==> src/rtl/fixed_bias_add_join.sv <==
// Joins an activation beat with a bias beat, adds the broadcast bias in fixed point,
// and presents the result through a main + skid output register pair.
module fixed_bias_add_join #(
    parameter int DATA_IN_0_PRECISION_0  = 16,
    parameter int DATA_IN_0_PRECISION_1  = 3,
    parameter int BIAS_PRECISION_0       = 16,
    parameter int BIAS_PRECISION_1       = 3,
    parameter int DATA_OUT_0_PRECISION_0 = 16,
    parameter int DATA_OUT_0_PRECISION_1 = 3,
    parameter int TENSOR_SIZE_DIM_0      = 32,
    parameter int PARALLELISM_DIM_0      = 1,
    parameter int PARALLELISM_DIM_1      = 1,
    parameter int DEPTH                  = TENSOR_SIZE_DIM_0 / PARALLELISM_DIM_0
) (
    input  logic                              clk,
    input  logic                              rst,
    input  logic [DATA_IN_0_PRECISION_0-1:0]  data_in_0 [PARALLELISM_DIM_0*PARALLELISM_DIM_1],
    input  logic                              data_in_0_valid,
    output logic                              data_in_0_ready,
    input  logic [BIAS_PRECISION_0-1:0]       bias [PARALLELISM_DIM_0],
    input  logic                              bias_valid,
    output logic                              bias_ready,
    output logic [DATA_OUT_0_PRECISION_0-1:0] data_out_0 [PARALLELISM_DIM_0*PARALLELISM_DIM_1],
    output logic                              data_out_0_valid,
    input  logic                              data_out_0_ready,
    output logic                              data_out_0_last
);

    localparam int N     = PARALLELISM_DIM_0 * PARALLELISM_DIM_1;
    localparam int DW    = DATA_IN_0_PRECISION_0;
    localparam int BW    = BIAS_PRECISION_0;
    localparam int OW    = DATA_OUT_0_PRECISION_0;
    localparam int SHB   = DATA_IN_0_PRECISION_1 - BIAS_PRECISION_1;
    localparam int SHO   = DATA_IN_0_PRECISION_1 - DATA_OUT_0_PRECISION_1;
    localparam int AW    = (DW > BW + SHB) ? DW : BW + SHB;
    localparam int SW    = AW + 1;
    localparam int CW    = ((SW > OW) ? SW : OW) + 1;
    localparam int CNT_W = $clog2(DEPTH) + 1;

    localparam logic signed [CW-1:0] SAT_MAX = {{(CW-OW+1){1'b0}}, {(OW-1){1'b1}}};
    localparam logic signed [CW-1:0] SAT_MIN = {{(CW-OW+1){1'b1}}, {(OW-1){1'b0}}};

    generate
        if (DATA_IN_0_PRECISION_1 < BIAS_PRECISION_1) begin : g_err_bias_frac
            $error("bias fraction bits exceed data fraction bits");
        end
        if (DATA_OUT_0_PRECISION_1 > DATA_IN_0_PRECISION_1) begin : g_err_out_frac
            $error("output fraction bits exceed data fraction bits");
        end
        if (TENSOR_SIZE_DIM_0 % PARALLELISM_DIM_0 != 0) begin : g_err_depth
            $error("TENSOR_SIZE_DIM_0 not divisible by PARALLELISM_DIM_0");
        end
    endgenerate

    // Align bias to the data binary point, add one bit wider, floor-shift, then saturate.
    function automatic logic [OW-1:0] add_one(input logic [DW-1:0] d, input logic [BW-1:0] b);
        logic signed [SW-1:0] d_ext;
        logic signed [SW-1:0] b_ext;
        logic signed [SW-1:0] sum;
        logic signed [SW-1:0] shr;
        logic signed [CW-1:0] wide;
        d_ext = {{(SW-DW){d[DW-1]}}, d};
        b_ext = {{(SW-BW){b[BW-1]}}, b} <<< SHB;
        sum   = d_ext + b_ext;
        shr   = sum >>> SHO;
        wide  = {{(CW-SW){shr[SW-1]}}, shr};
        if (wide > SAT_MAX)      add_one = SAT_MAX[OW-1:0];
        else if (wide < SAT_MIN) add_one = SAT_MIN[OW-1:0];
        else                     add_one = wide[OW-1:0];
    endfunction

    logic [OW-1:0]    w_result [N];
    logic             w_ready;
    logic             w_fire;
    logic             w_drain;
    logic             w_last;

    logic [OW-1:0]    r_main_data [N];
    logic             r_main_valid;
    logic             r_main_last;
    logic [OW-1:0]    r_skid_data [N];
    logic             r_skid_valid;
    logic             r_skid_last;
    logic [CNT_W-1:0] r_cnt;

    always_comb begin
        w_result = '{default: '0};
        for (int i = 0; i < PARALLELISM_DIM_1; i++) begin
            for (int j = 0; j < PARALLELISM_DIM_0; j++) begin
                w_result[i*PARALLELISM_DIM_0+j] = add_one(data_in_0[i*PARALLELISM_DIM_0+j], bias[j]);
            end
        end
    end

    assign w_ready = ~r_skid_valid;
    assign w_fire  = data_in_0_valid & bias_valid & w_ready & ~rst;
    assign w_drain = r_main_valid & data_out_0_ready;
    assign w_last  = (r_cnt == CNT_W'(DEPTH - 1));

    // NOTE: non-blocking assignments let skid->main and new->skid moves read pre-edge values.
    always_ff @(posedge clk) begin
        if (rst) begin
            r_main_data  <= '{default: '0};
            r_main_valid <= 1'b0;
            r_main_last  <= 1'b0;
            r_skid_data  <= '{default: '0};
            r_skid_valid <= 1'b0;
            r_skid_last  <= 1'b0;
            r_cnt        <= '0;
        end else begin
            if (w_fire) begin
                r_cnt <= w_last ? '0 : r_cnt + 1'b1;
            end
            // A fire implies skid is empty, so skid never needs to move on a fire edge.
            if (w_fire && (!r_main_valid || w_drain)) begin
                r_main_data  <= w_result;
                r_main_last  <= w_last;
                r_main_valid <= 1'b1;
            end else if (w_fire) begin
                r_skid_data  <= w_result;
                r_skid_last  <= w_last;
                r_skid_valid <= 1'b1;
            end else if (w_drain && r_skid_valid) begin
                r_main_data  <= r_skid_data;
                r_main_last  <= r_skid_last;
                r_skid_valid <= 1'b0;
            end else if (w_drain) begin
                r_main_valid <= 1'b0;
            end
        end
    end

    assign data_in_0_ready  = w_ready;
    assign bias_ready       = w_ready;
    assign data_out_0       = r_main_data;
    assign data_out_0_valid = r_main_valid;
    assign data_out_0_last  = r_main_last;

endmodule

==> config.mk <==
export PLATFORM = sky130hd
export DESIGN_NAME = fixed_bias_add_join
export DESIGN_NICKNAME = d
export VERILOG_FILES = /design/src/rtl/fixed_bias_add_join.sv
export SDC_FILE = /design/constraint.sdc
export NUM_CORES = 1
export LEC_CHECK = 0
export BUFFER_PORTS_ARGS = -buffer_cell sky130_fd_sc_hd__buf_2
export CORE_ASPECT_RATIO = 1.75
export CORE_MARGIN = 10
export CORE_UTILIZATION = 40
export CTS_BUF_LIST = sky130_fd_sc_hd__clkbuf_2 sky130_fd_sc_hd__clkbuf_4 sky130_fd_sc_hd__clkbuf_8
export CTS_CLUSTER_SIZE = 20
export DETAILED_ROUTE_END_ITERATION = 10
export GPL_ROUTABILITY_DRIVEN = 0
export PLACE_DENSITY = 0.72
export SYNTH_ARGS = -nofsm -noshare
export SYNTH_HDL_FRONTEND = slang
export SYNTH_SLANG_ARGS = --single-unit
==> constraint.sdc <==
create_clock -name clk -period 2.42 [get_ports clk]
set_input_delay 0.242 -clock clk [delete_from_list [all_inputs] [get_ports clk]]
set_output_delay 0.242 -clock clk [all_outputs]
set_load 0.05 [all_outputs]
==> flow_summary.ini <==
[final_layout]
fill_cells = 620
layout-drive-gt1-share = 0.307
diodes = 0
fin_nets = 434
design_area_sq_um = 3320
area_delta_synth_final_pct = 24.9
post-route-util = 0.512

[timing]
worst_pin_slew_ns = 0.593
tns_ns = 0
fmax_mhz = 428
rsz0062_at_grt = true
slew_viol_final = 0
fin_crit_sh = 0.964
finalCriticalPeriod_ns = 2.33
fin_ws_ns = 0.0861
hold_viol = 0
finalSetupViolCount = 0
skew_ns = 0.00784
slew_headroom = 0.605

[clocking]
cts.path.max_buffers = 2
root_buffer = clkbuf_8
htree_levels = 2
cts.sinks = 42
ctsHoldBuffers = 0
cts_setup_buffers = 0
clk_latency_ns = 0.29
clk_pin_slew_ns = 0.07
cts_buffers = 5
cts_tree = built

[drt]
ant_nets = 0
routed_wl_microns = 6780
drt_pass1_iterations = 5
drc_errors = 0
vias = 2493
viasPerCell = 5.42
drt_iter0_drc = 105
wl_per_cell_microns = 14.7

[floorplanning]
design.die.area_sq_um = 10400
initial_core_util = 0.410
num_io_pins = 57
die_h_microns = 128
die_w_microns = 81.7
design.core.area_sq_um = 6490
rows = 39

[logic_synthesis]
ys_async_sr_fraction = 0
yosysUniqueCellTypes = 47
synth-seq-cells = 42
synth-seq-area-share = 0.316
yosys_warnings = 0
synth_nets = 361
synth_top_area_frac = 0.316
synth_edf_count = 0
avgSynthCellArea_sq_um = 8.70
ys.flop_type = dfxtp_1
netlist_instances = 306
yosysTopAreaCell = dfxtp_1
syn-cell-area_sq_um = 2660
synth_area_leaders = dfxtp_1 (32%), a211oi_1 (14%), ha_1 (8.0%)

[power_and_ir_drop]
p_sw_frac = 0.321
ir_worst_vdd_mv = 0.253
pwr-share-seq = 0.406
switching_power_uw = 571
combPwrFrac = 0.350
p_leak_nw = 1.38
power_mw = 1.78
clkPwrFrac = 0.244
p_int_mw = 1.21
power.density_nw_per_um2 = 534

[global_route]
grt_max_degree = 41
first_global_vias = 2499
grt_util_all_layers = 0.128
grt_remaining_overflow = 0
antenna_found_initial = 0
grt_pass1_wl_microns = 11000

[critical_path]
cp.required_ns = 2.63
crit_arrival_ns = 2.54
path_class = input port to flop
reg2reg_depth = 5
cp-end-kind = flop
cp_max_fo = 7
start_kind = input port

[placed_design]
port_buffers = 56
placed_cell_area_sq_um = 3190
hpwlAfterDp_microns = 5250
pre_cts_ws_ns = -0.256

[run_status]
status = finished clean

[hold_path]
holdPathStages = 2
hold_path_class = input port to flop

[run]
drv_cap = 0
==> layer usage <==
layer / routed length [microns] / GRT usage / up-vias
li1: - / - / 1263
met1: 2610 / 0.129 / 1161
met2: 3750 / 0.246 / 59
met4: 127 / 0.0473 / 0
met3: 294 / 0.0218 / 10
met5: 0 / 0 / -
==> power by group through the flow <==
stage / Combinational, mW / Sequential [mW] / Clock, mW
2_1_floorplan: 0.366 / 0.789 / 0
3_3_place_gp: 0.595 / 0.737 / 0
3_5_place_dp: 0.601 / 0.737 / 0
4_1_cts: 0.604 / 0.721 / 0.445
5_1_grt: 0.679 / 0.723 / 0.469
6_report: 0.621 / 0.722 / 0.433
==> area by class of cell <==
| type | instances | area [sq um] | share of cell area |
|---|---|---|---|
| Clock buffer | 6 | 82.6 | 0.0248 |
| Inverter | 7 | 26.3 | 0.00790 |
| Multi-Input combinational cell | 236 | 1750 | 0.525 |
| Sequential cell | 42 | 841 | 0.253 |
| Tap cell | 82 | 103 | 0.0309 |
| Timing Repair Buffer | 87 | 526 | 0.158 |
==> repair_timing <==
action | in CTS | in global routing
setup endpoints to repair | 0 | 30
resized for setup | 0 | 6
endpoints found under the hold margin | 0 | 0
==> logic make-up (layout without fill, tap and decap cells) <==
logic type | Yosys count | count (layout) | synth area share
AO/OA/AOI/OAI | 100 | 100 | 0.266
AND/OR/NAND/NOR | 83 | 83 | 0.151
flip-flops | 42 | 42 | 0.316
adder cells (fa/ha/maj) | 33 | 33 | 0.148
buffers and inverters | 29 | 100 | 0.0475
XOR/XNOR | 17 | 18 | 0.0630
multiplexers | 2 | 2 | 0.00752
==> synth_stat cells (6+ instances only) <==
cell type and instances:
nor2_1 28, dfxtp_1 42, ha_1 17, a211oi_1 48, and2_1 16, maj3_2 10, xor2_1 7, clkbuf_1 14
nand2_1 19, o21ai_0 8, xnor2_1 9, a21oi_1 18, a21o_1 6, inv_1 7
==> critical path, cell delays in order <==
cell and delay [ns]:
buf_2 0.11, ha_1 0.31, a211oi_2 0.25, o211ai_1 0.13, a221o_2 0.40, a21oi_4 0.27, xor2_4 0.17, maj3_1 0.43
a211oi_2 0.22
==> stage by stage <==
stage | cells | hold slack (ns)
global route | 460 | 0.199
finish | 460 | 0.192
CTS | 459 | 0.184
global placement | 453 | 0.476
detailed placement | 453 | 0.480
floorplan | 306 | 0.344
==> sequential cells by signal, summed over array words and instances (netlist names) <==
register and flops:
r_skid_valid 1, r_skid_data 16, r_cnt 6, data_out_0_last 1, r_skid_last 1, data_out_0 16
data_out_0_valid 1
==> final timing paths <==
check                     to        startpoint  slack, ns
min reg2reg  r_skid_data[13]   r_skid_data[13]       0.50
max            data_out_0[1]      data_in_0[1]       0.09
min             r_skid_valid  data_out_0_ready       0.19
max reg2reg    data_out_0[4]      r_skid_valid       0.57
==> cells in the final DEF, fill, tap and decap left out, types with 2 or more instances in the layout <==
cell type,instances
a21o_1,6
nand2_1,19
ha_1,17
nand4_1,4
and2_1,16
o211ai_1,2
nand3_1,2
dfxtp_1,42
xnor2_1,9
nor2_1,28
a211oi_2,4
nor2b_1,4
a211oi_1,45
nor3_1,2
xor2_1,7
mux2i_1,2
o21ai_0,8
a21oi_1,18
nand2b_1,2
maj3_2,11
buf_4,30
and3_1,2
inv_1,7
xor2_4,2
a31oi_1,2
clkbuf_8,6
o21ai_1,2
maj3_1,4
buf_2,56
No activity file was read; power rests on OpenSTA's default activity.
